===== src/rtl/mips_pkg.sv =====
// Opcode/funct encodings and FSM states shared by the MIPS-subset cores and their benches.
package mips_pkg;

    localparam logic [5:0] OP_RTYPE = 6'h00;
    localparam logic [5:0] OP_J     = 6'h02;
    localparam logic [5:0] OP_JAL   = 6'h03;
    localparam logic [5:0] OP_BEQ   = 6'h04;
    localparam logic [5:0] OP_BNE   = 6'h05;
    localparam logic [5:0] OP_ADDI  = 6'h08;
    localparam logic [5:0] OP_LW    = 6'h23;
    localparam logic [5:0] OP_SW    = 6'h2B;

    localparam logic [5:0] FN_SLL   = 6'h00;
    localparam logic [5:0] FN_SRL   = 6'h02;
    localparam logic [5:0] FN_JR    = 6'h08;
    localparam logic [5:0] FN_ADD   = 6'h20;
    localparam logic [5:0] FN_SUB   = 6'h22;
    localparam logic [5:0] FN_AND   = 6'h24;
    localparam logic [5:0] FN_OR    = 6'h25;
    localparam logic [5:0] FN_SLT   = 6'h2A;

    typedef enum logic [2:0] {
        S_FETCH  = 3'd0,
        S_DECODE = 3'd1,
        S_EXEC   = 3'd2,
        S_MEM    = 3'd3,
        S_WB     = 3'd4
    } state_t;

    function automatic logic is_legal(input logic [5:0] op, input logic [5:0] funct);
        logic ok;
        ok = 1'b0;
        case (op)
            OP_RTYPE: ok = funct inside {FN_ADD, FN_SUB, FN_AND, FN_OR, FN_SLT, FN_SLL, FN_SRL, FN_JR};
            OP_ADDI, OP_LW, OP_SW, OP_BEQ, OP_BNE, OP_J, OP_JAL: ok = 1'b1;
            default: ok = 1'b0;
        endcase
        return ok;
    endfunction

endpackage


===== src/rtl/multicycle_mips_core_if.sv =====
// Instruction and data memory handshake bundle; master = core, slave = memory side.
interface multicycle_mips_core_if #(
    parameter int DADDR_W = 7
);
    logic               imem_req;
    logic [31:0]        imem_addr;
    logic [31:0]        imem_rdata;
    logic               imem_valid;
    logic               dmem_cen;
    logic               dmem_wen;
    logic               dmem_oen;
    logic [DADDR_W-1:0] dmem_a;
    logic [31:0]        dmem_wdata;
    logic [31:0]        dmem_rdata;
    logic               dmem_ready;

    modport master (
        output imem_req, imem_addr,
        input  imem_rdata, imem_valid,
        output dmem_cen, dmem_wen, dmem_oen, dmem_a, dmem_wdata,
        input  dmem_rdata, dmem_ready
    );

    modport slave (
        input  imem_req, imem_addr,
        output imem_rdata, imem_valid,
        input  dmem_cen, dmem_wen, dmem_oen, dmem_a, dmem_wdata,
        output dmem_rdata, dmem_ready
    );
endinterface


===== src/rtl/mc_regfile.sv =====
// 32x32 GPR file: two asynchronous read ports, one synchronous write port, $0 reads as zero.
module mc_regfile (
    input  logic        clk,
    input  logic        rst_n,
    input  logic [4:0]  ra1,
    input  logic [4:0]  ra2,
    output logic [31:0] rd1,
    output logic [31:0] rd2,
    input  logic        we,
    input  logic [4:0]  wa,
    input  logic [31:0] wd
);
    logic [31:0] regs [32];

    always_ff @(posedge clk) begin
        if (!rst_n) begin
            for (int i = 0; i < 32; i++) regs[i] <= '0;
        end else if (we && (wa != 5'd0)) begin
            regs[wa] <= wd;
        end
    end

    assign rd1 = (ra1 == 5'd0) ? '0 : regs[ra1];
    assign rd2 = (ra2 == 5'd0) ? '0 : regs[ra2];
endmodule


===== src/rtl/multicycle_mips_core.sv =====
// Multi-cycle MIPS-subset core; one FSM serialises fetch, decode, execute, memory and writeback.
//  state    | meaning
//  S_FETCH  | imem_req high, wait for imem_valid, latch IR
//  S_DECODE | latch A, B and sign-extended immediate
//  S_EXEC   | ALU, branch/jump resolve and retire, or set up memory access
//  S_MEM    | enables held low from registers until dmem_ready
//  S_WB     | GPR write, PC commit, retire
module multicycle_mips_core
    import mips_pkg::*;
#(
    parameter int          DADDR_W  = 7,
    parameter logic [31:0] RESET_PC = 32'h0,
    parameter int          CNT_W    = 32
) (
    input  logic                   clk,
    input  logic                   rst_n,
    multicycle_mips_core_if.master bus,
    output logic [CNT_W-1:0]       instret,
    output logic                   illegal
);
    state_t             state, state_nx;
    logic [31:0]        pc, pc_nx, ir, a_q, b_q, imm_q, alu_q, mdr;
    logic [31:0]        alu_y, pc_plus4, br_target, j_target;
    logic [31:0]        rf_rd1, rf_rd2, rf_wd, wdata_q;
    logic [4:0]         rf_wa;
    logic               rf_we, retire, legal, wen_q, oen_q;
    logic [DADDR_W-1:0] dmem_a_q;
    logic [5:0]         op, funct;
    logic [4:0]         rs, rt, rd, shamt;

    assign op    = ir[31:26];
    assign rs    = ir[25:21];
    assign rt    = ir[20:16];
    assign rd    = ir[15:11];
    assign shamt = ir[10:6];
    assign funct = ir[5:0];
    assign legal = is_legal(op, funct);

    assign pc_plus4  = pc + 32'd4;
    assign br_target = pc_plus4 + {imm_q[29:0], 2'b00};
    assign j_target  = {pc_plus4[31:28], ir[25:0], 2'b00};

    mc_regfile u_rf (
        .clk (clk),
        .rst_n (rst_n),
        .ra1 (rs),
        .ra2 (rt),
        .rd1 (rf_rd1),
        .rd2 (rf_rd2),
        .we  (rf_we),
        .wa  (rf_wa),
        .wd  (rf_wd)
    );

    always_comb begin
        alu_y = '0;
        case (op)
            OP_RTYPE: begin
                case (funct)
                    FN_ADD:  alu_y = a_q + b_q;
                    FN_SUB:  alu_y = a_q - b_q;
                    FN_AND:  alu_y = a_q & b_q;
                    FN_OR:   alu_y = a_q | b_q;
                    FN_SLT:  alu_y = {31'b0, $signed(a_q) < $signed(b_q)};
                    FN_SLL:  alu_y = b_q << shamt;
                    FN_SRL:  alu_y = b_q >> shamt;
                    default: alu_y = '0;
                endcase
            end
            OP_ADDI, OP_LW, OP_SW: alu_y = a_q + imm_q;
            default: alu_y = '0;
        endcase
    end

    always_ff @(posedge clk) begin
        if (!rst_n) state <= S_FETCH;
        else        state <= state_nx;
    end

    always_comb begin
        state_nx = state;
        pc_nx    = pc;
        retire   = 1'b0;
        rf_we    = 1'b0;
        rf_wa    = 5'd0;
        rf_wd    = '0;
        case (state)
            S_FETCH:  if (bus.imem_valid) state_nx = S_DECODE;
            S_DECODE: state_nx = S_EXEC;
            S_EXEC: begin
                // illegal encodings retire as a no-op so the program keeps flowing
                if (!legal) begin
                    pc_nx    = pc_plus4;
                    retire   = 1'b1;
                    state_nx = S_FETCH;
                end else begin
                    case (op)
                        OP_BEQ, OP_BNE: begin
                            pc_nx    = ((a_q == b_q) == (op == OP_BEQ)) ? br_target : pc_plus4;
                            retire   = 1'b1;
                            state_nx = S_FETCH;
                        end
                        OP_J: begin
                            pc_nx    = j_target;
                            retire   = 1'b1;
                            state_nx = S_FETCH;
                        end
                        OP_LW, OP_SW: state_nx = S_MEM;
                        OP_RTYPE: begin
                            if (funct == FN_JR) begin
                                pc_nx    = a_q;
                                retire   = 1'b1;
                                state_nx = S_FETCH;
                            end else begin
                                state_nx = S_WB;
                            end
                        end
                        default: state_nx = S_WB;
                    endcase
                end
            end
            S_MEM: begin
                if (bus.dmem_ready) begin
                    if (op == OP_LW) begin
                        state_nx = S_WB;
                    end else begin
                        pc_nx    = pc_plus4;
                        retire   = 1'b1;
                        state_nx = S_FETCH;
                    end
                end
            end
            S_WB: begin
                rf_we    = 1'b1;
                rf_wa    = (op == OP_RTYPE) ? rd : (op == OP_JAL) ? 5'd31 : rt;
                rf_wd    = (op == OP_LW) ? mdr : (op == OP_JAL) ? pc_plus4 : alu_q;
                pc_nx    = (op == OP_JAL) ? j_target : pc_plus4;
                retire   = 1'b1;
                state_nx = S_FETCH;
            end
            default: state_nx = S_FETCH;
        endcase
    end

    always_ff @(posedge clk) begin
        if (!rst_n) begin
            pc       <= RESET_PC;
            instret  <= '0;
            illegal  <= 1'b0;
            ir       <= '0;
            a_q      <= '0;
            b_q      <= '0;
            imm_q    <= '0;
            alu_q    <= '0;
            mdr      <= '0;
            wen_q    <= 1'b1;
            oen_q    <= 1'b1;
            dmem_a_q <= '0;
            wdata_q  <= '0;
        end else begin
            pc <= pc_nx;
            if (retire) instret <= instret + CNT_W'(1);
            if (state == S_FETCH && bus.imem_valid) ir <= bus.imem_rdata;
            if (state == S_DECODE) begin
                a_q   <= rf_rd1;
                b_q   <= rf_rd2;
                imm_q <= {{16{ir[15]}}, ir[15:0]};
            end
            if (state == S_EXEC) begin
                alu_q <= alu_y;
                if (!legal) illegal <= 1'b1;
                if (legal && (op == OP_LW || op == OP_SW)) begin
                    dmem_a_q <= alu_y[DADDR_W+1:2];
                    wdata_q  <= b_q;
                    oen_q    <= (op != OP_LW);
                    wen_q    <= (op != OP_SW);
                end
            end
            if (state == S_MEM && bus.dmem_ready) begin
                wen_q <= 1'b1;
                oen_q <= 1'b1;
                mdr   <= bus.dmem_rdata;
            end
        end
    end

    // rst_n gates the request so nothing is fetched while reset is held
    assign bus.imem_req   = (state == S_FETCH) && rst_n;
    assign bus.imem_addr  = pc;
    assign bus.dmem_wen   = wen_q;
    assign bus.dmem_oen   = oen_q;
    assign bus.dmem_cen   = wen_q & oen_q;
    assign bus.dmem_a     = dmem_a_q;
    assign bus.dmem_wdata = wdata_q;
endmodule

===== src/flat_wrapper.sv =====
// flat-port wrapper written by rule: the top's interface ports become plain ports
module multicycle_mips_core_flat import mips_pkg::*;
#(
    parameter int          DADDR_W  = 7,
    parameter logic [31:0] RESET_PC = 32'h0,
    parameter int          CNT_W    = 32
)
  (clk, rst_n, instret, illegal, bus_imem_req, bus_imem_addr, bus_imem_rdata, bus_imem_valid, bus_dmem_cen, bus_dmem_wen, bus_dmem_oen, bus_dmem_a, bus_dmem_wdata, bus_dmem_rdata, bus_dmem_ready);
  multicycle_mips_core_if #(.DADDR_W(DADDR_W)) bus_i ();
  input  logic clk;
  input  logic rst_n;
  output logic [CNT_W-1:0] instret;
  output logic illegal;
  output wire logic [$bits(bus_i.imem_req)-1:0] bus_imem_req;
  output wire logic [$bits(bus_i.imem_addr)-1:0] bus_imem_addr;
  input wire logic [$bits(bus_i.imem_rdata)-1:0] bus_imem_rdata;
  input wire logic [$bits(bus_i.imem_valid)-1:0] bus_imem_valid;
  output wire logic [$bits(bus_i.dmem_cen)-1:0] bus_dmem_cen;
  output wire logic [$bits(bus_i.dmem_wen)-1:0] bus_dmem_wen;
  output wire logic [$bits(bus_i.dmem_oen)-1:0] bus_dmem_oen;
  output wire logic [$bits(bus_i.dmem_a)-1:0] bus_dmem_a;
  output wire logic [$bits(bus_i.dmem_wdata)-1:0] bus_dmem_wdata;
  input wire logic [$bits(bus_i.dmem_rdata)-1:0] bus_dmem_rdata;
  input wire logic [$bits(bus_i.dmem_ready)-1:0] bus_dmem_ready;
  assign bus_imem_req = bus_i.imem_req;
  assign bus_imem_addr = bus_i.imem_addr;
  assign bus_i.imem_rdata = bus_imem_rdata;
  assign bus_i.imem_valid = bus_imem_valid;
  assign bus_dmem_cen = bus_i.dmem_cen;
  assign bus_dmem_wen = bus_i.dmem_wen;
  assign bus_dmem_oen = bus_i.dmem_oen;
  assign bus_dmem_a = bus_i.dmem_a;
  assign bus_dmem_wdata = bus_i.dmem_wdata;
  assign bus_i.dmem_rdata = bus_dmem_rdata;
  assign bus_i.dmem_ready = bus_dmem_ready;
  multicycle_mips_core #(.DADDR_W(DADDR_W), .RESET_PC(RESET_PC), .CNT_W(CNT_W)) u_core (.clk(clk), .rst_n(rst_n), .bus(bus_i), .instret(instret), .illegal(illegal));
endmodule

===== config.mk =====
export PLATFORM = sky130hd
export DESIGN_NAME = multicycle_mips_core_flat
export DESIGN_NICKNAME = d
export VERILOG_FILES = /design/src/rtl/mips_pkg.sv /design/src/rtl/multicycle_mips_core_if.sv /design/src/rtl/mc_regfile.sv /design/src/rtl/multicycle_mips_core.sv /design/src/flat_wrapper.sv
export SDC_FILE = /design/constraint.sdc
export NUM_CORES = 2
export LEC_CHECK = 0
export BUFFER_PORTS_ARGS = -buffer_cell sky130_fd_sc_hd__buf_4
export CORE_ASPECT_RATIO = 0.8
export CORE_MARGIN = 2
export CORE_UTILIZATION = 30
export DETAILED_ROUTE_END_ITERATION = 8
export GPL_TIMING_DRIVEN = 0
export PLACE_DENSITY = 0.5
export SLEW_MARGIN = 40
export SYNTH_ARGS = -nofsm -noshare
export SYNTH_HDL_FRONTEND = slang
export SYNTH_SLANG_ARGS = --single-unit
export TNS_END_PERCENT = 20

===== constraint.sdc =====
create_clock -name clk -period 3.8 [get_ports clk]
set_input_delay 0.19 -clock clk [delete_from_list [all_inputs] [get_ports clk]]
set_output_delay 0.19 -clock clk [all_outputs]
set_load 0.01 [all_outputs]

## After elaboration in Yosys (flattened, before gate mapping)

Memories as Yosys holds them, arrays and structs flattened. A register that Yosys moved wholly into a read port is not among the register bits.
Cells that the tools add are included.

| word-level totals | value |
|---|---|
| bits in writable memories | 1024 |
| logic and storage cells | 125 |
| memories kept | 1 |
| flip-flop bits (word level) | 285 |

Memory list:

| name | depth | width | rd ports | clocked after memory_dff | wr ports | line | source |
|---|---|---|---|---|---|---|---|
| u_core.u_rf.regs | 32 | 32 | 2 | 2 | 32 | mc_regfile.sv:13 | `logic [31:0] regs [32];` |

| cells by class | value |
|---|---|
| shifts and indexed selects | 2 |
| multiplexer cells | 44 |
| $add $sub $neg | 6 |
| eq/ne operators | 27 |
| magnitude comparators | 1 |
| reduce and logical (&&, ||, !) cells | 25 |
| bitwise operators | 5 |

Operators with widths:

| kind | count |
|---|---|
| 2-to-1 mux 32 bit | 11 |
| case mux 32 bit (7 select lines) | 1 |
| case mux 32 bit (3 select lines) | 2 |
| adder 32 bit | 3 |
| case mux 32 bit (2 select lines) | 1 |
| equality test 6 bit, second input constant | 7 |
| 2-to-1 mux 5 bit | 8 |
| adder 32 x 1 -> 32 bit, second input constant | 1 |
| adder 32 x 3 -> 32 bit, second input constant | 1 |
| AND 32 bit | 1 |
| equality test 32 bit | 1 |
| < comparator 32 bit | 1 |
| OR 32 bit | 1 |
| OR reduction 32 bit | 1 |
| left shift 32 x 5 -> 32 bit | 1 |
| >> shifter 32 x 5 -> 32 bit | 1 |
| subtractor 32 bit | 1 |
| 2-to-1 mux 28 bit | 1 |
| equality test 6 x 2 -> 1 bit, second input constant | 3 |
| 2-to-1 mux 3 bit | 5 |
| equality test 6 x 3 -> 1 bit, second input constant | 2 |
| equality test 6 x 4 -> 1 bit, second input constant | 2 |
| logical NOT 6 bit | 2 |
| inequality test 6 bit, second input constant | 2 |
| other kinds (26) | 50 |

## Logic depth before layout (Yosys ltp)

| logic depth | value |
|---|---|
| depth after elaboration | 11 |
| depth in mapped cells | 17 |

## Cells and area by module

Synthesis repeated with hierarchy kept, for this count alone.

| unflattened totals | value |
|---|---|
| cell total of the unflattened synthesis | 6938 |
| area total of the unflattened synthesis | 79108.4 µm² |

Modules (own cells, without submodules):

| module | area an instance (µm²) | cells an instance | instances |
|---|---|---|---|
| mc_regfile | 54521.0 | 3650 | 1 |
| multicycle_mips_core | 24587.3 | 3288 | 1 |

## Worst setup path before layout

OpenSTA, ideal clock, no wires.

| timing path | value |
|---|---|
| path kind | reg-to-reg |
| start | register u_core.pc[2], in the netlist u_core.bus.imem_addr[2] |
| end | register u_core.pc[31], in the netlist u_core.bus.imem_addr[31] |
| data required time | 3.682 ns |
| path buffers | 0 |
| setup slack | 0.133 ns |
| arrival | 3.549 ns |
| library setup time | 0.118 ns |
| stages on the path, launching flop included | 16 |
| cells stage by stage | dfxtp_1 > ha_1 > and3_1 > nand3_1 > xnor2_1 > ha_1 > a21o_1 > a211o_1 > o21a_1 > a311oi_1 > o31ai_1 > a31o_2 > a221oi_2 > xnor2_1 > o21ai_0 > o2111a_1 |

| on the way | value |
|---|---|
| longest elaborated chain between the ends | 6 |
| elaborated cells between the ends (all ways) | 8 |

RTL lines:

| item | line | source |
|---|---|---|
| start, declared | multicycle_mips_core.sv:22 | `logic [31:0] pc, pc_nx, ir, a_q, b_q, imm_q, alu_q, mdr;` |
| start signal, assigned | multicycle_mips_core.sv:161 | `pc <= pc_nx;` |
| adder 32 x 3 -> 32 bit (*) | multicycle_mips_core.sv:39 | `assign pc_plus4 = pc + 32'd4;` |
| adder 32 bit | multicycle_mips_core.sv:40 | `assign br_target = pc_plus4 + {imm_q[29:0], 2'b00};` |
| 2-to-1 mux 32 bit | multicycle_mips_core.sv:99 | `pc_nx = ((a_q == b_q) == (op == OP_BEQ)) ? br_target : pc_plus4;` |
| case mux 32 bit (3 select lines) | multicycle_mips_core.sv:97 | `case (op)` |
| 2-to-1 mux 32 bit | multicycle_mips_core.sv:92 | `if (!legal) begin` |
| case mux 32 bit (3 select lines) (*) | multicycle_mips_core.sv:87 | `case (state)` |

Every way passes the cells marked *; elsewhere a longest branch is shown, timed or not. The select of a mux whose other input is x is not followed.
A chain may end at the register's enable or synchronous reset.

==> out/metrics.yaml <==
tightest_slew_ns: 1.15
drtAntennaViolNets: 0
r2r-end: "u_core.b_q[17]"
clkLatencyLatePin_ns: 0.84
cts_buffer_depth: 3
cp.buffers_inverters: 2
end_kind: "register"
violations: "negative setup slack"
synth_ff_type: "edfxtp_1"
grt_pass1_wl_um: 476000
relSlewSlack: 0.233
drc: 0
dieArea_um2: 256000
maxCapViolCount: 0
cp_top_family: "multiplexers"
critPathKind: "reg2reg"
synth_xor_area_frac: 0.0132
hold-path-endpoint: "u_core.ir[30]"
worstPathRequired_ns: 4.49
syn_avg_cell_area_um2: 11.8
yosys.area_share.simple: 0.117
max_freq_mhz: 256
cts_sinks: 1319
cpMaxStageDelayCell: "clkbuf_2"
synth_mux_area_frac: 0.233
synth_compound_area_frac: 0.0856
wire_per_inst_um: 34.0
clockRootBuffer: "clkbuf_16"
globalplace.congestion: 1.01
synth.distinct_cells: 87
layout-drive-gt1-share: 0.276
holdCritPathClass: "in2reg"
fp.dieH_um: 453
finalCriticalPeriod_ns: 3.90
crit_path_cell_trace: "clkbuf_2, clkbuf_2, mux4_2, mux4_2, mux2i_2, nor2_1, a21oi_1, nor2_1"
r2r_setup_slack_ns: -0.10
drt_first_pass_iters: 8
cellPowerDensity_nw_per_um2: 415
min_from: "bus_imem_rdata[30]"
whs_ns: 0.178
cts_buffers: 153
setup_slack_ns: -0.102
ff2ff_path_depth: 8
p_leak_uw: 0.0305
grt_pass1_vias: 57900
max_stage_delay_ns: 0.63
track_usage: 0.269
gr-total-overflow: 0
area_delta_synth_final_pct: 21.1
grt_max_degree: 38
fin_cells: 10400
vias: 62000
fin_nets: 7211
critPathMaxFanout: 10
synth_fa_ha_area_frac: 0.0300
initial_core_util: 0.302
finalSetupViolCount: 65
final_util: 0.366
synth_edf_count: 1024
status: "complete, but fails checks"
seq_area_frac_synth: 0.484
cts_tree: "done"
async_reset_ff_frac: 0
ios: 176
cts_max_level: 4
critPathLaunchType: "register"
dpl_worst_slack_ns: -1.55
fillCellCount: 24400
yosysWarnings: 0
dp.final_hpwl_um: 272000
final_common_cell: "nor2_1"
rows: 164
min_path_cells: 4
place_inst: 9973
antenna_found_initial: 23
portBuffers: 175
synth_cells: 6408
rsz0062_at_grt: "yes"
peakVddDrop_mv: 0.423
drt_iter0_markers: 10000
routed_wl_um: 354000
synth_area_um2: 75700
path_clk_slew_ns: 0.06
viasPerCell: 5.96
dieWidth_um: 566
finClkSkew_ns: 0.0520
cp.arrival_ns: 4.60
mostFrequentLayoutCells: "1413 x nor2_1, 1024 x edfxtp_1, 691 x mux4_2, 387 x nand2_1, 344 x a21oi_1"
yosys_register_bits: 1319
core_um2: 250000
synth_top_family_by_area: "multiplexers"
finalHoldViolCount: 0
slew_violations: 0
finalCritPeriodShare: 1.03
sequential cells by signal, summed over array words and instances, names as in the netlist, named ones only:
signal	count
u_core.u_rf.regs	1024
u_core.a_q	32
u_core.alu_q	32
u_core.b_q	32
u_core.bus.dmem_wdata	32
u_core.bus.imem_addr	32
u_core.instret	32
u_core.ir	32
u_core.mdr	32
u_core.imm_q	16
u_core.bus.dmem_a	7
u_core.state	3
u_core.bus.dmem_oen	1
u_core.bus.dmem_wen	1
u_core.illegal	1
tightest hold or removal path: stages:
cell and delay (ns):
dlygate4sd3_1 0.53, buf_4 0.10, nand2_1 0.04, a21oi_1 0.11
synthesized netlist by cell type (21+ instances only):
cell type	n	area share
inv_1	127	0.0063
dfxtp_1	295	0.078
mux4_2	691	0.21
nand2_1	439	0.022
a22oi_1	22	0.0022
a211oi_1	59	0.0058
buf_1	91	0.0045
o21ai_0	194	0.013
o22ai_1	37	0.0031
nor3_1	55	0.0036
o21bai_1	28	0.0028
edfxtp_1	1024	0.41
o211ai_1	27	0.0027
a221o_1	24	0.0032
nor2_1	1430	0.071
ha_1	175	0.029
nand3_1	52	0.0034
xnor2_1	65	0.0075
a21oi_1	364	0.024
xor2_1	49	0.0057
a21o_1	53	0.0053
mux2i_1	203	0.027
a221oi_1	44	0.0051
nand4_1	25	0.0021
nand2b_1	28	0.0023
a31oi_1	21	0.0017
buf_2	66	0.0044
clkbuf_1	421	0.021
stage by stage:
step                area (um2)  power (uW)  setup TNS, ns
finish                   91700       38000          -1.62
CTS                      90100       37600         -31.47
global placement         81300       22700       -2917.97
floorplan                75800       20000              0
global route             91700       38800          -6.90
detailed placement       82700       22900       -1010.68
cell type report:
cell class / count / area, um2 / area share
Clock inverter: 74 / 647 / 0.00706
Inverter: 130 / 513 / 0.00560
Multi-Input combinational cell: 4414 / 38800 / 0.423
Clock buffer: 203 / 4160 / 0.0454
Antenna cell: 7 / 17.5 / 0.000191
Sequential cell: 1319 / 36800 / 0.402
Timing Repair Buffer: 375 / 3590 / 0.0392
Buffer: 571 / 2930 / 0.0320
Tap cell: 3320 / 4150 / 0.0453
where the power goes:
part / internal [uW] / leakage (uW) / total (uW) / switching (uW)
combinational: 2630 / 0.0152 / 7070 / 4450
sequential: 16000 / 0.0130 / 16500 / 474
clock: 7990 / 0.00236 / 14500 / 6520
metal layers:
layer,GRT usage,routed length (um),up-vias
met5,0,108,-
met4,0.0943,14200,16
met3,0.0858,48000,550
met2,0.365,141000,4192
met1,0.396,150000,32100
li1,-,-,25200
logic make-up (layout without fill, tap and decap cells):
kind of cell             after synthesis  after routing
buffers and inverters                712           1353
AND/OR/NAND/NOR                     2167           2173
other                                  1             39
multiplexers                         900            900
adder cells (fa/ha/maj)              179            179
XOR/XNOR                             114            114
flip-flops                          1319           1319
AO/OA/AOI/OAI                       1016           1016
worst max-delay path by stage:
stage,start,end,slack (ns),cells after the start
after detailed placement,u_core.b_q[5],u_core.alu_q[30],-1.55,14
after global placement,u_core.state[0],u_core.u_rf.regs[12][14],-2.83,10
after floorplan,u_core.bus.imem_addr[2],u_core.bus.imem_addr[31],0.13,15
after CTS,u_core.ir[28],u_core.u_rf.regs[22][8],-0.17,11
final,register,u_core.b_q[17],-0.10,8
after global routing,u_core.bus.imem_addr[7],u_core.bus.imem_addr[31],-0.16,14
timing repair:
action	CTS	global route
resized for setup	398	314
cloned	4	4
pin swaps	23	56
setup endpoints to repair	2049	1359
hold buffers	68	0
endpoints found under the hold margin	87	0
buffers inserted	30	58
(Power assumes the default switching activity.)
